`src/rtl/dmem_word_arbiter.sv`:
```
// Word-to-byte bridge sharing a byte-wide data memory between a CPU port and a debug port.
// Each word access is four big-endian byte accesses; CPU has priority, debug has an anti-starvation escape.
module dmem_word_arbiter #(
  parameter int unsigned AW           = 8,
  parameter int unsigned STARVE_LIMIT = 4
) (
  input  logic          clk,
  input  logic          rst_n,
  input  logic          cpu_req_i,
  input  logic          cpu_we_i,
  input  logic [AW-1:0] cpu_addr_i,
  input  logic [31:0]   cpu_wdata_i,
  output logic [31:0]   cpu_rdata_o,
  output logic          cpu_ack_o,
  input  logic          dbg_req_i,
  input  logic          dbg_we_i,
  input  logic [AW-1:0] dbg_addr_i,
  input  logic [31:0]   dbg_wdata_i,
  output logic [31:0]   dbg_rdata_o,
  output logic          dbg_ack_o,
  output logic          mem_en_o,
  output logic          mem_we_o,
  output logic [AW-1:0] mem_addr_o,
  output logic [7:0]    mem_wdata_o,
  input  logic [7:0]    mem_rdata_i,
  output logic          busy_o
);

  localparam int unsigned SW = $clog2(STARVE_LIMIT + 1);

  typedef enum logic [1:0] {IDLE, XFER, CAPT, DONE} state_t;

  state_t        state_q, state_d;
  logic [1:0]    cnt_q, cnt_d;
  logic [SW-1:0] starve_q, starve_d;
  logic          gnt_dbg_q, gnt_dbg_d;
  logic          we_q, we_d;
  logic [AW-1:0] base_q, base_d;
  logic [31:0]   wdata_q, wdata_d;
  logic [23:0]   shift_q, shift_d;
  logic [31:0]   cpu_rdata_q, cpu_rdata_d;
  logic [31:0]   dbg_rdata_q, dbg_rdata_d;
  logic          cpu_ack_q, cpu_ack_d;
  logic          dbg_ack_q, dbg_ack_d;
  logic          mem_en_q, mem_en_d;
  logic          mem_we_q, mem_we_d;
  logic [AW-1:0] mem_addr_q, mem_addr_d;
  logic [7:0]    mem_wdata_q, mem_wdata_d;
  logic          busy_q, busy_d;
  logic          sel_dbg;

  // State register and registered outputs
  always_ff @(posedge clk or negedge rst_n) begin
    if (!rst_n) begin
      state_q     <= IDLE;
      cnt_q       <= '0;
      starve_q    <= '0;
      gnt_dbg_q   <= 1'b0;
      we_q        <= 1'b0;
      base_q      <= '0;
      wdata_q     <= '0;
      shift_q     <= '0;
      cpu_rdata_q <= '0;
      dbg_rdata_q <= '0;
      cpu_ack_q   <= 1'b0;
      dbg_ack_q   <= 1'b0;
      mem_en_q    <= 1'b0;
      mem_we_q    <= 1'b0;
      mem_addr_q  <= '0;
      mem_wdata_q <= '0;
      busy_q      <= 1'b0;
    end else begin
      state_q     <= state_d;
      cnt_q       <= cnt_d;
      starve_q    <= starve_d;
      gnt_dbg_q   <= gnt_dbg_d;
      we_q        <= we_d;
      base_q      <= base_d;
      wdata_q     <= wdata_d;
      shift_q     <= shift_d;
      cpu_rdata_q <= cpu_rdata_d;
      dbg_rdata_q <= dbg_rdata_d;
      cpu_ack_q   <= cpu_ack_d;
      dbg_ack_q   <= dbg_ack_d;
      mem_en_q    <= mem_en_d;
      mem_we_q    <= mem_we_d;
      mem_addr_q  <= mem_addr_d;
      mem_wdata_q <= mem_wdata_d;
      busy_q      <= busy_d;
    end
  end

  // Next state; outputs are precomputed from the next state so they line up with it
  always_comb begin
    state_d     = state_q;
    cnt_d       = cnt_q;
    starve_d    = starve_q;
    gnt_dbg_d   = gnt_dbg_q;
    we_d        = we_q;
    base_d      = base_q;
    wdata_d     = wdata_q;
    shift_d     = shift_q;
    cpu_rdata_d = cpu_rdata_q;
    dbg_rdata_d = dbg_rdata_q;
    sel_dbg     = 1'b0;

    unique case (state_q)
      IDLE: begin
        if (cpu_req_i || dbg_req_i) begin
          sel_dbg   = dbg_req_i && (!cpu_req_i || (starve_q == SW'(STARVE_LIMIT)));
          gnt_dbg_d = sel_dbg;
          we_d      = sel_dbg ? dbg_we_i : cpu_we_i;
          base_d    = (sel_dbg ? dbg_addr_i : cpu_addr_i) & ~AW'(3);
          wdata_d   = sel_dbg ? dbg_wdata_i : cpu_wdata_i;
          cnt_d     = 2'd0;
          state_d   = XFER;
          if (sel_dbg) begin
            starve_d = '0;
          end else if (dbg_req_i && (starve_q != SW'(STARVE_LIMIT))) begin
            starve_d = starve_q + SW'(1);
          end
        end
      end
      XFER: begin
        // Synchronous memory: the byte issued last cycle is on mem_rdata_i now
        if ((cnt_q != 2'd0) && !we_q) begin
          shift_d = {shift_q[15:0], mem_rdata_i};
        end
        if (cnt_q == 2'd3) begin
          state_d = CAPT;
        end
        cnt_d = cnt_q + 2'd1;
      end
      CAPT: begin
        if (!we_q) begin
          if (gnt_dbg_q) begin
            dbg_rdata_d = {shift_q, mem_rdata_i};
          end else begin
            cpu_rdata_d = {shift_q, mem_rdata_i};
          end
        end
        state_d = DONE;
      end
      DONE: begin
        state_d = IDLE;
      end
      default: begin
        state_d = IDLE;
      end
    endcase

    mem_en_d   = (state_d == XFER);
    mem_we_d   = (state_d == XFER) && we_d;
    mem_addr_d = (state_d == XFER) ? (base_d + AW'(cnt_d)) : '0;
    unique case (cnt_d)
      2'd0:    mem_wdata_d = wdata_d[31:24];
      2'd1:    mem_wdata_d = wdata_d[23:16];
      2'd2:    mem_wdata_d = wdata_d[15:8];
      default: mem_wdata_d = wdata_d[7:0];
    endcase
    if (state_d != XFER) begin
      mem_wdata_d = '0;
    end
    cpu_ack_d = (state_d == DONE) && !gnt_dbg_d;
    dbg_ack_d = (state_d == DONE) && gnt_dbg_d;
    busy_d    = (state_d != IDLE);
  end

  assign cpu_rdata_o = cpu_rdata_q;
  assign cpu_ack_o   = cpu_ack_q;
  assign dbg_rdata_o = dbg_rdata_q;
  assign dbg_ack_o   = dbg_ack_q;
  assign mem_en_o    = mem_en_q;
  assign mem_we_o    = mem_we_q;
  assign mem_addr_o  = mem_addr_q;
  assign mem_wdata_o = mem_wdata_q;
  assign busy_o      = busy_q;

endmodule
```
`config.mk`:
```
export PLATFORM = sky130hd
export DESIGN_NAME = dmem_word_arbiter
export DESIGN_NICKNAME = d
export VERILOG_FILES = /design/src/rtl/dmem_word_arbiter.sv
export SDC_FILE = /design/constraint.sdc
export NUM_CORES = 1
export LEC_CHECK = 0
export BUFFER_PORTS_ARGS = -buffer_cell sky130_fd_sc_hd__buf_2
export CORE_UTILIZATION = 30
export DETAILED_ROUTE_END_ITERATION = 10
export GPL_TIMING_DRIVEN = 0
export PLACE_DENSITY = 0.57
export SYNTH_ARGS = -nofsm -noshare
export SYNTH_HDL_FRONTEND = slang
export SYNTH_SLANG_ARGS = --single-unit
```
`constraint.sdc`:
```
create_clock -name clk -period 2.57 [get_ports clk]
set_input_delay 0.3855 -clock clk [delete_from_list [all_inputs] [get_ports clk]]
set_output_delay 0.3855 -clock clk [all_outputs]
set_load 0.02 [all_outputs]
```
==> results.toml, run 1 <==
[synthesis]
synth.net_count = 664
mappedNetlistArea_um2 = 6660
yosysWarningCount = 0
seq_area_frac_synth_pct = 59.4
postSynthRegisterBits = 158
postSynth.asyncResetShare_pct = 100
synth-edff-count = 0
post_synth.cell_area_avg_um2 = 11.8
leading_register_cell_type_out_of_synthesis = "sky130_fd_sc_hd__dfrtp_1"
synthesized_instance_count = 563
yosys.cell_types.count = 49

[placed_design]
dp.cells = 1017
port_buffers = 173
place_worst_setup_slack_ns = -0.335
place.gp.congestion = 0.778
place.detailed.hpwl_um = 12400
dpl-instance-area_um2 = 7970

[critical_path]
critical_path.slowest_cell = "sky130_fd_sc_hd__dfrtp_2"
crit_buf_inv = 1
worst_r2r_endpoint = "mem_addr_o[7]$_DFF_PN0_"
crit_family = "compound AO/OA/AOI/OAI gates"
reg2reg_depth = 9
r2r_setup_slack_ns = 0.11
worstReg2RegStart = "cnt_q[0]$_DFF_PN0_"
crit_path_end_kind = "flip-flop"
setup.worst_path.class = "reg2reg"
critical_path.startpoint = "cnt_q[0]$_DFF_PN0_"
critical_path.max_stage_delay_ns = 0.45
crit_fanout = 7
critPathRequiredTime_ns = 2.91
worst_setup_path_start_kind = "flip-flop"
cp_num_cells = 9
worstPathCellList = "inv_1, ha_1, a22o_4, ha_1, a21oi_1, a211oi_2, nand2_1, or3_1, a21oi_1"
endpoint = "mem_addr_o[7]$_DFF_PN0_"
timing.critical_path.arrival_ns = 2.80

[clocking]
clk_pin_slew_worst_paths_ns = 0.06
insertion_delay_ns = 0.42
cts-buffers-inserted = 17
cts_sinks = 158
tritoncts = "yes"
clock_h_tree_levels = 4
cts_buffer_depth = 2
clock_root_buffer_master = "sky130_fd_sc_hd__clkbuf_16"

[cells_and_area]
area.growth.synth_to_final_pct = 30.5
num-nets-final = 865
final.fill_count = 2147
diodes = 0
layout_commonest_cell = "sky130_fd_sc_hd__buf_2"
most_used_cells_in_the_layout_excluding_fill_and_tap_cells = "188 x sky130_fd_sc_hd__buf_2, 156 x sky130_fd_sc_hd__dfrtp_1, 84 x sky130_fd_sc_hd__nand2_1"
layoutNonFillerInstCount = 1057
register_area_um2 = 3960
multiInputGateArea_um2 = 2610
final_layout_size_suffix_gt1_share_pct = 42.3
postLayoutCoreUtil_pct = 39.8
post-route-cell-area_um2 = 8690

[outcome]
outcome = "complete, no violations"

[die]
die_height_um = 151
die_area_um2 = 22800
die_outline_width_um = 151
fp-row-count = 54
floorplan.initialDensity_pct = 30.5
design.core.area_um2 = 21800
top_level_ports = 179

[routing]
mean_number_of_vias_per_cell = 4.68
routedWlPerCell_um = 15.9
routed_wirelength_um = 16800
detail_route.drc_violations = 0
vias = 4944
drtAntennaViolNets = 0
dr.pass1.iters = 4
detailedRoute.firstIterationViolations = 207

[worst_hold_path]
timing.hold.worst.class = "in2reg"
min_delay_path_depth = 3

[sta]
postLayoutSetupSlackWorst_ns = 0.108
finClkSkew_ns = 0.00762
slew_viol_final = 0
hold_viol_final = 0
maxClockFrequency_mhz = 406
timing.final.crit_share_pct = 95.8
final_period_minus_worst_setup_slack_ns = 2.46
grt_setup_unrepaired = "true"
finish_stage_setup_viols = 0
worstMarginPinSlew_ns = 0.762
relSlewSlack_pct = 48.8

[power]
power.density_nw_per_um2 = 1320
report.power.total_w = 0.0114
peakVddDrop_v = 0.000441
leakage_nw = 4.19

[grt]
global_route.overflow_total = 0
first_pass_grt_wire_length_um = 26300
antenna_found_initial = 0
global_route.usage.total_pct = 15.3
grt_max_degree = 108
grt_pass1_vias = 4785

[job]
max_cap_violations = 0
[area by class of cell]
class                      instances  area share (%)
clock inverter                    12            1.83
tap                              280            4.03
multi-input combinational        365            30.0
inverter                          11           0.475
buffer                            28            1.80
clock buffer                      20            5.14
sequential                       158            45.5
timing repair buffer             183            11.2
[how the worst min path moves through the flow]
| stage | from | endpoint | slack [ns] |
|---|---|---|---|
| floorplan | rst_n | base_q[0]$_DFF_PN0_ | 0.09 |
| CTS | cpu_wdata_i[2] | wdata_q[2]$_DFF_PN0_ | 0.20 |
| global placement | dbg_rdata_o[20]$_DFFE_PN0P_ | dbg_rdata_o[20]$_DFFE_PN0P_ | 0.46 |
| global route | dbg_wdata_i[7] | wdata_q[7]$_DFF_PN0_ | 0.20 |
| finish | cpu_wdata_i[2] | wdata_q[2]$_DFF_PN0_ | 0.21 |
| detailed placement | rst_n | cpu_rdata_o[2]$_DFFE_PN0P_ | 0.32 |
[power by group]
part           internal (W)  leakage [nW]  switching, W
Sequential          0.00361          1.95      0.000651
Combinational       0.00190          1.96       0.00270
Clock               0.00156         0.280       0.00103
Total               0.00707          4.19       0.00438
[worst min-delay path: stages]
cell and delay [ns]:
sky130_fd_sc_hd__buf_2 0.09, sky130_fd_sc_hd__nand2_1 0.05, sky130_fd_sc_hd__a31oi_1 0.07
[per-layer routing]
metal,wire length (um),global-route usage [%]
met1,7830,20.0
met2,7850,24.9
met3,823,3.31
met4,293,5.40
met5,0,0
[logic make-up after synthesis]
| kind of cell | share of synthesized area (%) |
|---|---|
| simple gates | 11.2 |
| flops | 59.4 |
| mux | 15.5 |
| compound gates | 9.28 |
| buf+inv | 2.71 |
| fa+ha+maj | 1.43 |
| xor+xnor | 0.526 |
[sequential cells by signal, indices dropped and copies added (netlist names)]
signal	count
mem_wdata_o	8
busy_o	1
starve_q	3
mem_we_o	1
mem_en_o	1
dbg_rdata_o	32
cpu_rdata_o	32
mem_addr_o	8
gnt_dbg_q	1
cnt_q	2
state_q	2
base_q	8
shift_q	24
wdata_q	32
cpu_ack_o	1
dbg_ack_o	1
we_q	1
[through the flow]
step                TNS [ns]  hold WS (ns)
global placement     -224.16         0.462
detailed placement     -6.19         0.325
floorplan            -0.0500        0.0899
finish                     0         0.210
global route         -0.0339         0.204
CTS                        0         0.196
[Yosys cell counts, drive strengths merged (6+ instances only)]
cell | n | area share, %
o31ai | 10 | 1.1
inv | 11 | 0.62
o21ai | 12 | 0.96
nor3 | 7 | 0.53
dfrtp | 158 | 59
nand2 | 85 | 4.8
buf | 24 | 1.8
a31oi | 33 | 3.3
nor2 | 57 | 3.4
a21oi | 10 | 0.75
mux2 | 88 | 15
nand3 | 7 | 0.53
ha | 6 | 1.1
[what timing repair did]
action,CTS,global route
resized for setup,4,10
setup endpoints to repair,25,30
hold buffers,1,0
endpoints found under the hold margin,51,0
gates cloned,0,0
buffers inserted,0,8
pin swaps,0,2
(Power assumes the default switching activity.)
==> inputs of run 2 (changes only) <==
Settings changed: CTS_BUF_LIST set to sky130_fd_sc_hd__clkbuf_16, CTS_CLUSTER_DIAMETER set to 80.
==> run 2 against run 1 <==
Against the previous run: maximum frequency about the same; register-to-register slack about the same; highest routed layer unchanged; routed wire length about the same; count of clock-buffer cells in the layout decreased by 3; clock skew about the same; global-route usage about the same; first-iteration DRC count increased by 1.4%.
==> results.toml, run 2 (synthesis results as in run 1) <==
[critical_path]
reg2reg_depth = 9
crit_fanout = 7
critPathRequiredTime_ns = 2.91
worst_setup_path_start_kind = "flip-flop"
critical_path.startpoint = "cnt_q[0]$_DFF_PN0_"
timing.critical_path.arrival_ns = 2.80
crit_path_end_kind = "flip-flop"
worstReg2RegStart = "cnt_q[0]$_DFF_PN0_"
worst_r2r_endpoint = "mem_addr_o[7]$_DFF_PN0_"
setup.worst_path.class = "reg2reg"
r2r_setup_slack_ns = 0.11

[die]
die_height_um = 151
design.core.area_um2 = 21800
top_level_ports = 179
die_area_um2 = 22800
die_outline_width_um = 151
floorplan.initialDensity_pct = 30.5
fp-row-count = 54

[cells_and_area]
register_area_um2 = 3960
most_used_cells_in_the_layout_excluding_fill_and_tap_cells = "188 x sky130_fd_sc_hd__buf_2, 156 x sky130_fd_sc_hd__dfrtp_1, 84 x sky130_fd_sc_hd__nand2_1"
post-route-cell-area_um2 = 8680
layout_commonest_cell = "sky130_fd_sc_hd__buf_2"
diodes = 0
postLayoutCoreUtil_pct = 39.8
area.growth.synth_to_final_pct = 30.4
multiInputGateArea_um2 = 2610
num-nets-final = 865
final.fill_count = 2148
layoutNonFillerInstCount = 1057
final_layout_size_suffix_gt1_share_pct = 42.2

[power]
seq_power_share_pct = 37.4
share_comb_of_total_power_pct = 40.3
peakVddDrop_v = 0.000441
power_report.internal_total_w = 0.00703
power.density_nw_per_um2 = 1310
switchingPower_w = 0.00438
power.clock.fraction_pct = 22.4
switching_power_share_of_the_total_pct = 38.4
leakage_nw = 4.19
report.power.total_w = 0.0114

[placed_design]
place.gp.congestion = 0.778
dpl-instance-area_um2 = 7970
place.detailed.hpwl_um = 12400
dp.cells = 1017
port_buffers = 173

[clocking]
insertion_delay_ns = 0.42
clock_root_buffer_master = "sky130_fd_sc_hd__clkbuf_16"
cts-buffers-inserted = 17
cts_buffer_depth = 2
clock_h_tree_levels = 4
cts_sinks = 158
clk_pin_slew_worst_paths_ns = 0.06
tritoncts = "yes"

[sta]
maxClockFrequency_mhz = 406
timing.final.crit_share_pct = 95.8
final_period_minus_worst_setup_slack_ns = 2.46
relSlewSlack_pct = 48.8
grt_setup_unrepaired = "true"
setup_total_negative_slack_ns = 0
slew_viol_final = 0
hold_viol_final = 0
worstMarginPinSlew_ns = 0.762
finish_stage_setup_viols = 0
finClkSkew_ns = 0.00762

[routing]
detailedRoute.firstIterationViolations = 210
vias = 4940
detail_route.drc_violations = 0
routedWlPerCell_um = 15.9
drtAntennaViolNets = 0
routed_wirelength_um = 16800
dr.pass1.iters = 4
mean_number_of_vias_per_cell = 4.67

[grt]
global_route.overflow_total = 0
global_route.usage.total_pct = 15.3
antenna_found_initial = 0
first_pass_grt_wire_length_um = 26300
grt_max_degree = 108
grt_pass1_vias = 4783

[job]
max_cap_violations = 0

[worst_hold_path]
min_delay_path_depth = 3
worst_hold_startpoint = "cpu_wdata_i[2]"
timing.hold.worst.class = "in2reg"
whs_endpoint = "wdata_q[2]$_DFF_PN0_"

[outcome]
outcome = "complete, no violations"
-- run 2: changes by cell type in the layout (fill, tap and decap cells not counted), sizes merged --
cell	previous run	this run
clkbuf	25	22
clkinv	1	2
inv	14	16
-- run 2: timing repair --
action | in CTS | in global routing
endpoints found under the setup margin | 25 | 30
buffers inserted | 0 | 8
hold buffers | 1 | 0
pin swaps | 0 | 2
gates resized for setup | 4 | 10
hold endpoints to repair | 51 | 0
-- run 2: how the worst max path moves through the flow --
stage | depth (start not counted) | slack [ns] | endpoint
floorplan | 14 | -0.05 | mem_addr_o[6]$_DFF_PN0_
CTS | 12 | 0.002 | mem_addr_o[6]$_DFF_PN0_
finish | 9 | 0.11 | mem_addr_o[7]$_DFF_PN0_
global placement | 1 | -1.40 | wdata_q[22]$_DFF_PN0_
global route | 9 | -0.03 | mem_addr_o[7]$_DFF_PN0_
detailed placement | 14 | -0.33 | mem_addr_o[6]$_DFF_PN0_
-- run 2: metal layers --
layer	GRT usage, %	share of wire [%]	vias to the layer above
met2	24.9	47	141
li1	-	-	2380
met5	0	0	-
met1	20.0	46	2397
met4	5.40	1.7	0
met3	3.31	4.9	22
-- run 2: worst max-delay path, cell delays in order, from the launching register on --
cell                       delay (ns)
sky130_fd_sc_hd__dfrtp_2         0.45
sky130_fd_sc_hd__inv_1           0.06
sky130_fd_sc_hd__ha_1            0.32
sky130_fd_sc_hd__a22o_4          0.29
sky130_fd_sc_hd__ha_1            0.28
sky130_fd_sc_hd__a21oi_1         0.08
sky130_fd_sc_hd__a211oi_2        0.32
sky130_fd_sc_hd__nand2_1         0.10
sky130_fd_sc_hd__or3_1           0.31
sky130_fd_sc_hd__a21oi_1         0.16
-- run 2: power by group through the flow --
| stage | clock network [W] | logic [W] | registers (W) |
|---|---|---|---|
| global route | 0.00273 | 0.00507 | 0.00443 |
| finish | 0.00255 | 0.00459 | 0.00426 |
| CTS | 0.00262 | 0.00447 | 0.00428 |
| detailed placement | 0 | 0.00446 | 0.00429 |
| floorplan | 0 | 0.00242 | 0.00478 |
| global placement | 0 | 0.00441 | 0.00426 |
-- run 2: per-stage QoR --
stage | worst slack, ns | hold slack (ns)
after floorplan | -0.0500 | 0.0899
after global placement | -1.40 | 0.462
after detailed placement | -0.335 | 0.325
after CTS | 0.00160 | 0.196
after global routing | -0.0289 | 0.204
final | 0.108 | 0.210
-- run 2: layout make-up --
type	count	area share, %
plain buffers	28	1.80
repair buffers	183	11.2
multi-input cells	365	30.0
inverters	11	0.476
clock buffers	17	4.90
well taps	280	4.04
flip-flops and latches	158	45.6
clock inverters	15	1.96
